===== config.mk =====
export PLATFORM = sky130hd
export DESIGN_NAME = imem_stream_loader_flat
export DESIGN_NICKNAME = d
export VERILOG_FILES = /design/src/rtl/imem_stream_loader_pkg.sv /design/src/rtl/imem_stream_loader_if.sv /design/src/rtl/imem_stream_loader_word_packer.sv /design/src/rtl/imem_stream_loader.sv /design/src/flat_wrapper.sv
export SDC_FILE = /design/constraint.sdc
export NUM_CORES = 1
export LEC_CHECK = 0
export CAP_MARGIN = 10
export CORE_ASPECT_RATIO = 1.2
export CORE_MARGIN = 3
export CORE_UTILIZATION = 50
export DETAILED_ROUTE_END_ITERATION = 12
export PLACE_DENSITY_LB_ADDON = 0.3
export REMOVE_ABC_BUFFERS = 1
export SLEW_MARGIN = 20
export SYNTH_ARGS = -nofsm -noshare
export SYNTH_HDL_FRONTEND = slang
export SYNTH_SLANG_ARGS = --single-unit

===== constraint.sdc =====
create_clock -name clk -period 2.4 [get_ports clk]
set_input_delay 0.48 -clock clk [delete_from_list [all_inputs] [get_ports clk]]
set_output_delay 0.48 -clock clk [all_outputs]
set_load 0.01 [all_outputs]

===== src/rtl/imem_stream_loader_pkg.sv =====
// Shared types and constants for the instruction-memory stream loader.
package imem_loader_pkg;

    typedef enum logic [2:0] {
        LEN  = 3'd0,
        DATA = 3'd1,
        CHK  = 3'd2,
        DONE = 3'd3,
        ERR  = 3'd4
    } load_state_t;

    localparam int LEN_BYTES  = 4;
    localparam int WORD_BYTES = 4;

endpackage


===== src/rtl/imem_stream_loader_if.sv =====
// Byte-stream input handshake plus imem write port of the loader.
interface imem_stream_loader_if #(
    parameter int ADDR_W = 8
) ();

    logic              in_valid;
    logic [7:0]        in_data;
    logic              in_ready;
    logic              imem_we;
    logic [ADDR_W-1:0] imem_addr;
    logic [31:0]       imem_wdata;

    // The loader consumes bytes and drives the imem write port.
    modport slave (
        input  in_valid,
        input  in_data,
        output in_ready,
        output imem_we,
        output imem_addr,
        output imem_wdata
    );

    // Byte source / memory side, as seen from outside the loader.
    modport master (
        output in_valid,
        output in_data,
        input  in_ready,
        input  imem_we,
        input  imem_addr,
        input  imem_wdata
    );

endinterface


===== src/rtl/imem_stream_loader_word_packer.sv =====
// Packs little-endian bytes into 32-bit words and emits a one-cycle
// word_valid pulse the cycle after the fourth byte of a word arrives.
module word_packer
    import imem_loader_pkg::*;
(
    input  logic        clk,
    input  logic        rst_n,
    input  logic        clear,
    input  logic        byte_valid,
    input  logic [7:0]  byte_data,
    output logic        last_byte,
    output logic        word_valid,
    output logic [31:0] word_data
);

    localparam logic [1:0] WORD_LAST = 2'(WORD_BYTES - 1);

    logic [1:0]  idx;
    logic [23:0] lanes;

    // The byte currently offered completes a word when the lane index is at the top lane.
    assign last_byte = (idx == WORD_LAST);

    // Lane capture and word emission; clear drops a partial word but lets an already completed one go out.
    always_ff @(posedge clk or negedge rst_n) begin
        if (!rst_n) begin
            idx        <= 2'd0;
            lanes      <= 24'd0;
            word_valid <= 1'b0;
            word_data  <= 32'd0;
        end else begin
            word_valid <= 1'b0;
            if (clear) begin
                idx   <= 2'd0;
                lanes <= 24'd0;
            end else if (byte_valid) begin
                idx <= idx + 2'd1;
                case (idx)
                    2'd0: lanes[7:0]   <= byte_data;
                    2'd1: lanes[15:8]  <= byte_data;
                    2'd2: lanes[23:16] <= byte_data;
                    default: begin
                        word_valid <= 1'b1;
                        word_data  <= {byte_data, lanes};
                    end
                endcase
            end
        end
    end

endmodule


===== src/rtl/imem_stream_loader.sv =====
// Framed byte-stream program loader: length, payload words, XOR checksum.
// Writes the payload into imem and holds the core in reset until a
// complete, checksum-valid image has been written.
module imem_stream_loader
    import imem_loader_pkg::*;
#(
    parameter int ADDR_W = 8
) (
    input  logic                 clk,
    input  logic                 rst_n,
    input  logic                 reload,
    imem_stream_loader_if.slave  bus,
    output logic                 cpu_rst,
    output logic                 load_done,
    output logic                 load_err
);

    localparam int         MAX_WORDS = 2 ** ADDR_W;
    localparam logic [1:0] LEN_LAST  = 2'(LEN_BYTES - 1);

    load_state_t       state, next_state;
    logic [1:0]        len_cnt;
    logic [31:0]       word_len;
    logic [ADDR_W:0]   word_cnt;
    logic [7:0]        chksum;
    logic [ADDR_W-1:0] addr_q;

    logic        accept;
    logic        data_accept;
    logic        last_byte;
    logic        word_valid;
    logic [31:0] word_data;
    logic [31:0] len_full;
    logic [31:0] words_after;

    // Handshake and status decode straight from the state register.
    always_comb begin
        bus.in_ready = ((state == LEN) || (state == DATA) || (state == CHK)) && !reload;
        accept       = bus.in_valid && bus.in_ready;
        data_accept  = accept && (state == DATA);
        len_full     = {bus.in_data, word_len[23:0]};
        words_after  = 32'(word_cnt) + 32'd1;
        cpu_rst      = (state != DONE);
        load_done    = (state == DONE);
        load_err     = (state == ERR);
    end

    assign bus.imem_we    = word_valid;
    assign bus.imem_addr  = addr_q;
    assign bus.imem_wdata = word_data;

    word_packer u_packer (
        .clk        (clk),
        .rst_n      (rst_n),
        .clear      (reload),
        .byte_valid (data_accept),
        .byte_data  (bus.in_data),
        .last_byte  (last_byte),
        .word_valid (word_valid),
        .word_data  (word_data)
    );

    // State register.
    always_ff @(posedge clk or negedge rst_n) begin
        if (!rst_n) begin
            state <= LEN;
        end else begin
            state <= next_state;
        end
    end

    // Frame sequencing: length field, payload words, checksum byte, then a terminal state.
    always_comb begin
        next_state = state;
        if (reload) begin
            next_state = LEN;
        end else begin
            case (state)
                LEN: begin
                    if (accept && (len_cnt == LEN_LAST)) begin
                        if (len_full == 32'd0) begin
                            next_state = CHK;
                        end else if (len_full > 32'(MAX_WORDS)) begin
                            next_state = ERR;
                        end else begin
                            next_state = DATA;
                        end
                    end
                end
                DATA: begin
                    if (accept && last_byte && (words_after == word_len)) begin
                        next_state = CHK;
                    end
                end
                CHK: begin
                    if (accept) begin
                        next_state = (bus.in_data == chksum) ? DONE : ERR;
                    end
                end
                default: next_state = state;
            endcase
        end
    end

    // Length capture, payload checksum, word counting and write-address latch.
    always_ff @(posedge clk or negedge rst_n) begin
        if (!rst_n) begin
            len_cnt  <= 2'd0;
            word_len <= 32'd0;
            word_cnt <= '0;
            chksum   <= 8'd0;
            addr_q   <= '0;
        end else if (reload) begin
            len_cnt  <= 2'd0;
            word_len <= 32'd0;
            word_cnt <= '0;
            chksum   <= 8'd0;
        end else if (accept) begin
            if (state == LEN) begin
                word_len[8*len_cnt +: 8] <= bus.in_data;
                len_cnt                  <= len_cnt + 2'd1;
            end else if (state == DATA) begin
                chksum <= chksum ^ bus.in_data;
                if (last_byte) begin
                    addr_q   <= word_cnt[ADDR_W-1:0];
                    word_cnt <= word_cnt + 1'b1;
                end
            end
        end
    end

endmodule

===== src/flat_wrapper.sv =====
// flat-port wrapper written by rule: the top's interface ports become plain ports
module imem_stream_loader_flat import imem_loader_pkg::*;
#(
    parameter int ADDR_W = 8
)
  (clk, rst_n, reload, cpu_rst, load_done, load_err, bus_in_valid, bus_in_data, bus_in_ready, bus_imem_we, bus_imem_addr, bus_imem_wdata);
  imem_stream_loader_if #(.ADDR_W(ADDR_W)) bus_i ();
  input  logic clk;
  input  logic rst_n;
  input  logic reload;
  output logic cpu_rst;
  output logic load_done;
  output logic load_err;
  input wire logic [$bits(bus_i.in_valid)-1:0] bus_in_valid;
  input wire logic [$bits(bus_i.in_data)-1:0] bus_in_data;
  output wire logic [$bits(bus_i.in_ready)-1:0] bus_in_ready;
  output wire logic [$bits(bus_i.imem_we)-1:0] bus_imem_we;
  output wire logic [$bits(bus_i.imem_addr)-1:0] bus_imem_addr;
  output wire logic [$bits(bus_i.imem_wdata)-1:0] bus_imem_wdata;
  assign bus_i.in_valid = bus_in_valid;
  assign bus_i.in_data = bus_in_data;
  assign bus_in_ready = bus_i.in_ready;
  assign bus_imem_we = bus_i.imem_we;
  assign bus_imem_addr = bus_i.imem_addr;
  assign bus_imem_wdata = bus_i.imem_wdata;
  imem_stream_loader #(.ADDR_W(ADDR_W)) u_core (.clk(clk), .rst_n(rst_n), .reload(reload), .bus(bus_i), .cpu_rst(cpu_rst), .load_done(load_done), .load_err(load_err));
endmodule

### After elaboration in Yosys (flattened, before gate mapping)

Index checks and enable logic that the tools add are counted.

* register bits: 121
* bits in latches: 0
* memory bits (writable): 0
* memory bits (read-only): 0
* input port bits: 12
* output and inout port bits: 45
* logic and storage cells: 104
* memories: 0

* add/subtract/negate cells: 5
* multipliers: 0
* divide/modulo/power cells: 0
* magnitude comparators: 1
* equality and inequality tests: 15
* shift-type cells: 2
* muxes and demuxes: 34
* bitwise gates (word level): 4
* reductions and logical operators: 31

Operators with widths (number)
* two-way mux 32 bit: 3
* two-way mux 8 bit: 7
* two-way mux 24 bit: 2
* two-way mux 9 bit: 5
* negator 5 -> 34 bit: 1
* variable shift 8 x 34 -> 32 bit (first input constant): 1
* variable part select 8 x 34 -> 32 bit: 1
* bitwise mux 32 bit: 1
* equality test 32 bit: 1
* greater-than comparator 32 x 9 -> 1 bit (second input constant): 1
* zero test 32 bit: 1
* two-way mux 3 bit: 7
* nonzero test 2 bit: 8
* adder 9 x 1 -> 10 bit (second input constant): 1
* two-way mux 2 bit: 5
* adder 9 x 1 -> 9 bit (second input constant): 1
* case mux 3 bit (3 select lines): 1
* equality test 8 bit: 1
* AND reduction 2 bit: 4
* AND reduction 4 bit: 2
* bitwise XOR 8 bit: 1
* equality test 2 bit (second input constant): 3
* equality test 3 x 2 -> 1 bit (second input constant): 2
* logical AND 1 bit: 6
* 17 further kinds: 26

### Logic depth before layout (Yosys ltp)

* word-level depth: 10
* gate-level depth with buffers: 10
* gate-level depth less buffers: 8

### Cells and area by module

Synthesis repeated with hierarchy kept, for this count alone.

* cell total of the unflattened synthesis: 566
* area total of the unflattened synthesis: 5975.7 µm²

By module, submodules not included
* imem_stream_loader: times used 1, cells an instance 372, area each 3325.7 µm², sequential area each 1551.5 µm²
* word_packer: times used 1, cells an instance 194, area each 2650.0 µm², sequential area each 1476.4 µm²

### Worst setup path after synthesis

No wires, ideal clock.

* path type: register to register
* from: register u_core.word_cnt[0]
* to: register u_core.state[0]
* library setup time: 96 ps
* data arrival time: 1912 ps
* required time: 2304 ps
* path slack: 393 ps
* stages on the path, launching flop included: 9
* path buffers: 0
* clock period less this slack: 2007 ps
* cell sequence: dfrtp_1 ha_1 and4_1 and2_4 xor2_1 o2111ai_1 nor4_2 or2_1 a311oi_2

* word-level cells in the longest chain between the ends: 5

RTL lines
* start: declaration: RTL line imem_stream_loader.sv:24 `logic [ADDR_W:0] word_cnt;`
* start signal: assignment: RTL line imem_stream_loader.sv:126 `word_cnt <= word_cnt + 1'b1;`
* adder 9 x 1 -> 10 bit: RTL line imem_stream_loader.sv:42 `words_after = 32'(word_cnt) + 32'd1;`
* equality test 32 bit: RTL line imem_stream_loader.sv:91 `if (accept && last_byte && (words_after == word_len)) begin`
* logical AND 1 bit: RTL line imem_stream_loader.sv:91
* inequality test 3 bit (no source line)
* AND reduction 4 bit (no source line)
* end signal: assignment: RTL line imem_stream_loader.sv:68 `state <= next_state;`
* end: declaration: RTL line imem_stream_loader.sv:21 `load_state_t state, next_state;`

No other way between the ends.
A chain may end at the register's enable or synchronous reset.

### Worst setup path after layout

* from: register u_core.state[2]
* to: output load_err

* word-level cells in the longest chain between the ends: 1

RTL lines
* equality test 3 bit: RTL line imem_stream_loader.sv:45 `load_err = (state == ERR);`
* end: declaration: RTL line flat_wrapper.sv:13 `output logic load_err;`

No other way between the ends.

==> flow_metrics.py <==
metrics = {
    "flow_run": {
        "max-cap-violations": 0,
    },
    "timing": {
        "drv_slew": 0,
        "hold_violations": 0,
        "setup_viol": 0,
        "setup_tns_ns": 0,
        "fin_crit_sh_pct": 94.9,
        "clock_skew_ns": 0.00552,
        "fmax_mhz": 439,
        "worstMarginPinSlew_ns": 1.07,
        "rsz0062_at_grt": "false",
        "slew_headroom_pct": 28.4,
        "period_needed_ns": 2.28,
    },
    "global_routing": {
        "grt_pass1_vias": 4275,
        "grt_max_degree": 47,
        "gr-usage-all-layers_pct": 22.7,
        "antenna_found_initial": 0,
        "grtUsageMet2_pct": 37.8,
        "use_met1_pct": 28.7,
        "overflow": 0,
        "grt_pass1_wl_mm": 21.5,
        "busiest_layer": "met2",
        "met3_usage_pct": 5.98,
    },
    "die": {
        "fp.dieW_um": 102,
        "core_um2": 10700,
        "dieArea_um2": 12400,
        "rows": 41,
        "initial_core_util_pct": 51.8,
        "ioPinCount": 57,
        "die_h_um": 121,
    },
    "layout": {
        "num_antenna_cells": 0,
        "final_cells": 763,
        "nets": 645,
        "synthToLayoutAreaGrowth_pct": 27.4,
        "drive_gt1_share_pct": 18.9,
        "fillers": 834,
    },
    "power_and_ir_drop": {
        "power_switching_uw": 1650,
        "ir_drop_mv": 0.570,
        "power_frac_comb_pct": 15.7,
        "clockPowerShare_pct": 45.2,
        "powerDensity_nw_per_um2": 845,
        "leakage_uw": 0.00327,
        "internal_power_uw": 4300,
        "share_seq_of_total_power_pct": 39.1,
        "sw_frac_of_total_pct": 27.8,
    },
    "routing": {
        "wire_per_inst_um": 17.2,
        "vias": 4241,
        "ant_nets": 0,
        "drt-vias-per-instance": 5.56,
        "drtPass1Iterations": 5,
        "wl_mm": 13.1,
        "drc": 0,
        "drt_iter0_drc": 264,
    },
    "setup_path": {
        "cp_slowest_stage_delay_ns": 0.58,
        "cp.required_ns": 1.92,
        "cp_slowest_cell": "clkdlybuf4s50_1",
        "crit_start": "u_core.state[2]",
        "crit_family": "buffers and inverters",
        "crit_arrival_ns": 1.80,
        "path_class": "reg2out",
        "crit_fanout": 9,
        "crit_path_start_kind": "flip-flop",
        "worstReg2RegStart": "u_core.word_cnt[1]",
        "worst-path-buf-inv": 1,
        "end_kind": "output port",
        "path_cells": "nor3b_2 -> clkdlybuf4s50_1",
    },
    "outcome": {
        "status": "finished, final reports clean",
    },
    "yosys": {
        "avgSynthCellArea_um2": 10.2,
        "synth_area_um2": 5530,
        "synth_seq_cells": 121,
        "synth.distinct_cells": 45,
        "yosys_warnings": 0,
        "synth_ff_type": "dfrtp_1",
        "yosysSeqAreaShare_pct": 54.8,
        "synthCells": 542,
        "async_flop_share_pct": 100,
        "synth_edf_count": 0,
    },
    "clocking": {
        "ctsLongestPathBuffers": 2,
        "post_cts.repair.setup_buffers": 0,
        "clk_pin_slew_ns": 0.06,
        "clk_latency_ns": 0.42,
        "h-tree-depth": 4,
        "clockRootBuffer": "clkbuf_16",
        "cts_inserted_buffers": 17,
        "cts_tree": "done",
        "clock-sinks": 121,
    },
    "min_path": {
        "min_path_type": "in2async",
    },
    "place": {
        "placedCellCount": 731,
        "portBuffers": 56,
        "hpwlAfterDp_mm": 9.10,
        "place.gp.congestion": 0.895,
    },
}
## stage by stage
stage	utilization [%]	setup slack [ns]	hold WS (ns)	instance area, um^2	power [uW]
after global placement	60.0	-0.251	0.462	6400	3240
after detailed placement	60.0	-0.238	0.466	6400	3270
after CTS	65.8	0.0221	0.0687	7020	5970
final	66.0	0.123	0.0535	7050	5960
after global routing	66.0	0.00395	0.0851	7050	6220
after floorplan	-	-0.206	0.184	5390	2870
## kinds of logic (layout without fill, tap and decap cells)
logic type / count (synthesis) / in the layout / share of synthesized area, %
simple gates: 193 / 193 / 16.3
buf+inv: 42 / 134 / 3.24
fa+ha+maj: 11 / 11 / 2.49
mux: 41 / 41 / 8.31
xor+xnor: 27 / 27 / 4.28
flops: 121 / 121 / 54.8
compound gates: 107 / 107 / 10.7
## power by group through the flow
stage	clock network, uW	registers (uW)	logic (uW)
after floorplan	0	2320	548
after global placement	0	2350	892
after detailed placement	0	2360	914
after CTS	2720	2320	926
after global routing	2820	2350	1050
final	2690	2330	938
## metal layers
layer  wire length [um]  up-vias
met4                243        0
met1               5620     2104
li1                   -     2009
met2               6630      110
met5                  0        -
met3                621       18
## cell usage after synthesis (6+ instances only)
| master | n | share of area (%) |
|---|---|---|
| nand3_1 | 12 | 1.1 |
| dfrtp_1 | 121 | 55 |
| nor2_1 | 26 | 1.8 |
| inv_1 | 10 | 0.68 |
| nand2_1 | 110 | 7.5 |
| clkbuf_1 | 15 | 1.0 |
| nor3_1 | 6 | 0.54 |
| buf_2 | 11 | 1.0 |
| xnor2_1 | 14 | 2.2 |
| a21oi_1 | 17 | 1.5 |
| xor2_1 | 13 | 2.1 |
| mux2_2 | 39 | 7.9 |
| nor4_1 | 9 | 1.0 |
| ha_1 | 11 | 2.5 |
| o21ai_0 | 73 | 6.6 |
## what timing repair did
| item | 4_1_cts | 5_1_grt |
|---|---|---|
| resized for setup | 0 | 5 |
| setup endpoints to repair | 0 | 4 |
| hold buffers | 0 | 0 |
## final timing paths
check	slack [ns]	depth (start not counted)	end
setup / recovery	0.12	2	load_err
hold / removal	0.05	1	u_core.bus.imem_addr[7]
setup reg to reg	0.13	8	u_core.state[0]
hold reg to reg	0.47	2	u_core.bus.imem_addr[3]
max in group asynchronous	1.67	2	u_core.u_packer.word_data[10]
min in group clk	0.47	2	u_core.bus.imem_addr[3]
## layout by cell type (no fill, tap or decap), drive strengths merged, types with 2 or more instances in the layout
master         Yosys  layout
xor2              13      13
mux2              39      39
a21oi             17      17
nand3             13      13
o21ai             73      73
clkinv             1       7
a31oi              5       5
mux2i              2       2
nand4              2       2
dfrtp            121     121
nor2b              2       2
clkdlybuf4s50      0      53
inv               10      14
o2111ai            2       2
nor3               7       7
nor3b              2       2
nand2            110     110
and4               3       3
nor2              26      26
clkbuf            15      18
ha                11      11
and3               4       4
a21o               2       2
nor4              10      10
or3                2       2
nor4b              4       4
or2                2       2
xnor2             14      14
bufinv             0       4
buf               16      36
dlymetal6s2s       0       2
and2               2       2
nand2b             2       2
o31ai              4       4
## cell type report
class	count	area [um^2]	area share [%]
Clock inverter	14	196	2.79
Tap cell	129	161	2.29
Sequential cell	121	3030	43.0
Timing Repair Buffer	92	858	12.2
Inverter	11	41.3	0.586
Clock buffer	17	425	6.04
Multi-Input combinational cell	379	2330	33.1
## state kept, by name, indices dropped and copies added (netlist names), 3 cells and up
name / cells
u_core.bus.imem_addr: 8
u_core.chksum: 8
u_core.state: 3
u_core.u_packer.lanes: 24
u_core.u_packer.word_data: 32
u_core.word_cnt: 9
u_core.word_len: 32
## worst reg2reg max path, cell delays in order, from the launching register on
cell and delay [ns]:
dfrtp_1 0.43, ha_1 0.29, and4_1 0.29, and2_4 0.19, xnor2_1 0.12, o2111ai_1 0.14
nor4_2 0.39, or2_1 0.19, a311oi_2 0.10
Power figures use the tool's default switching activity.
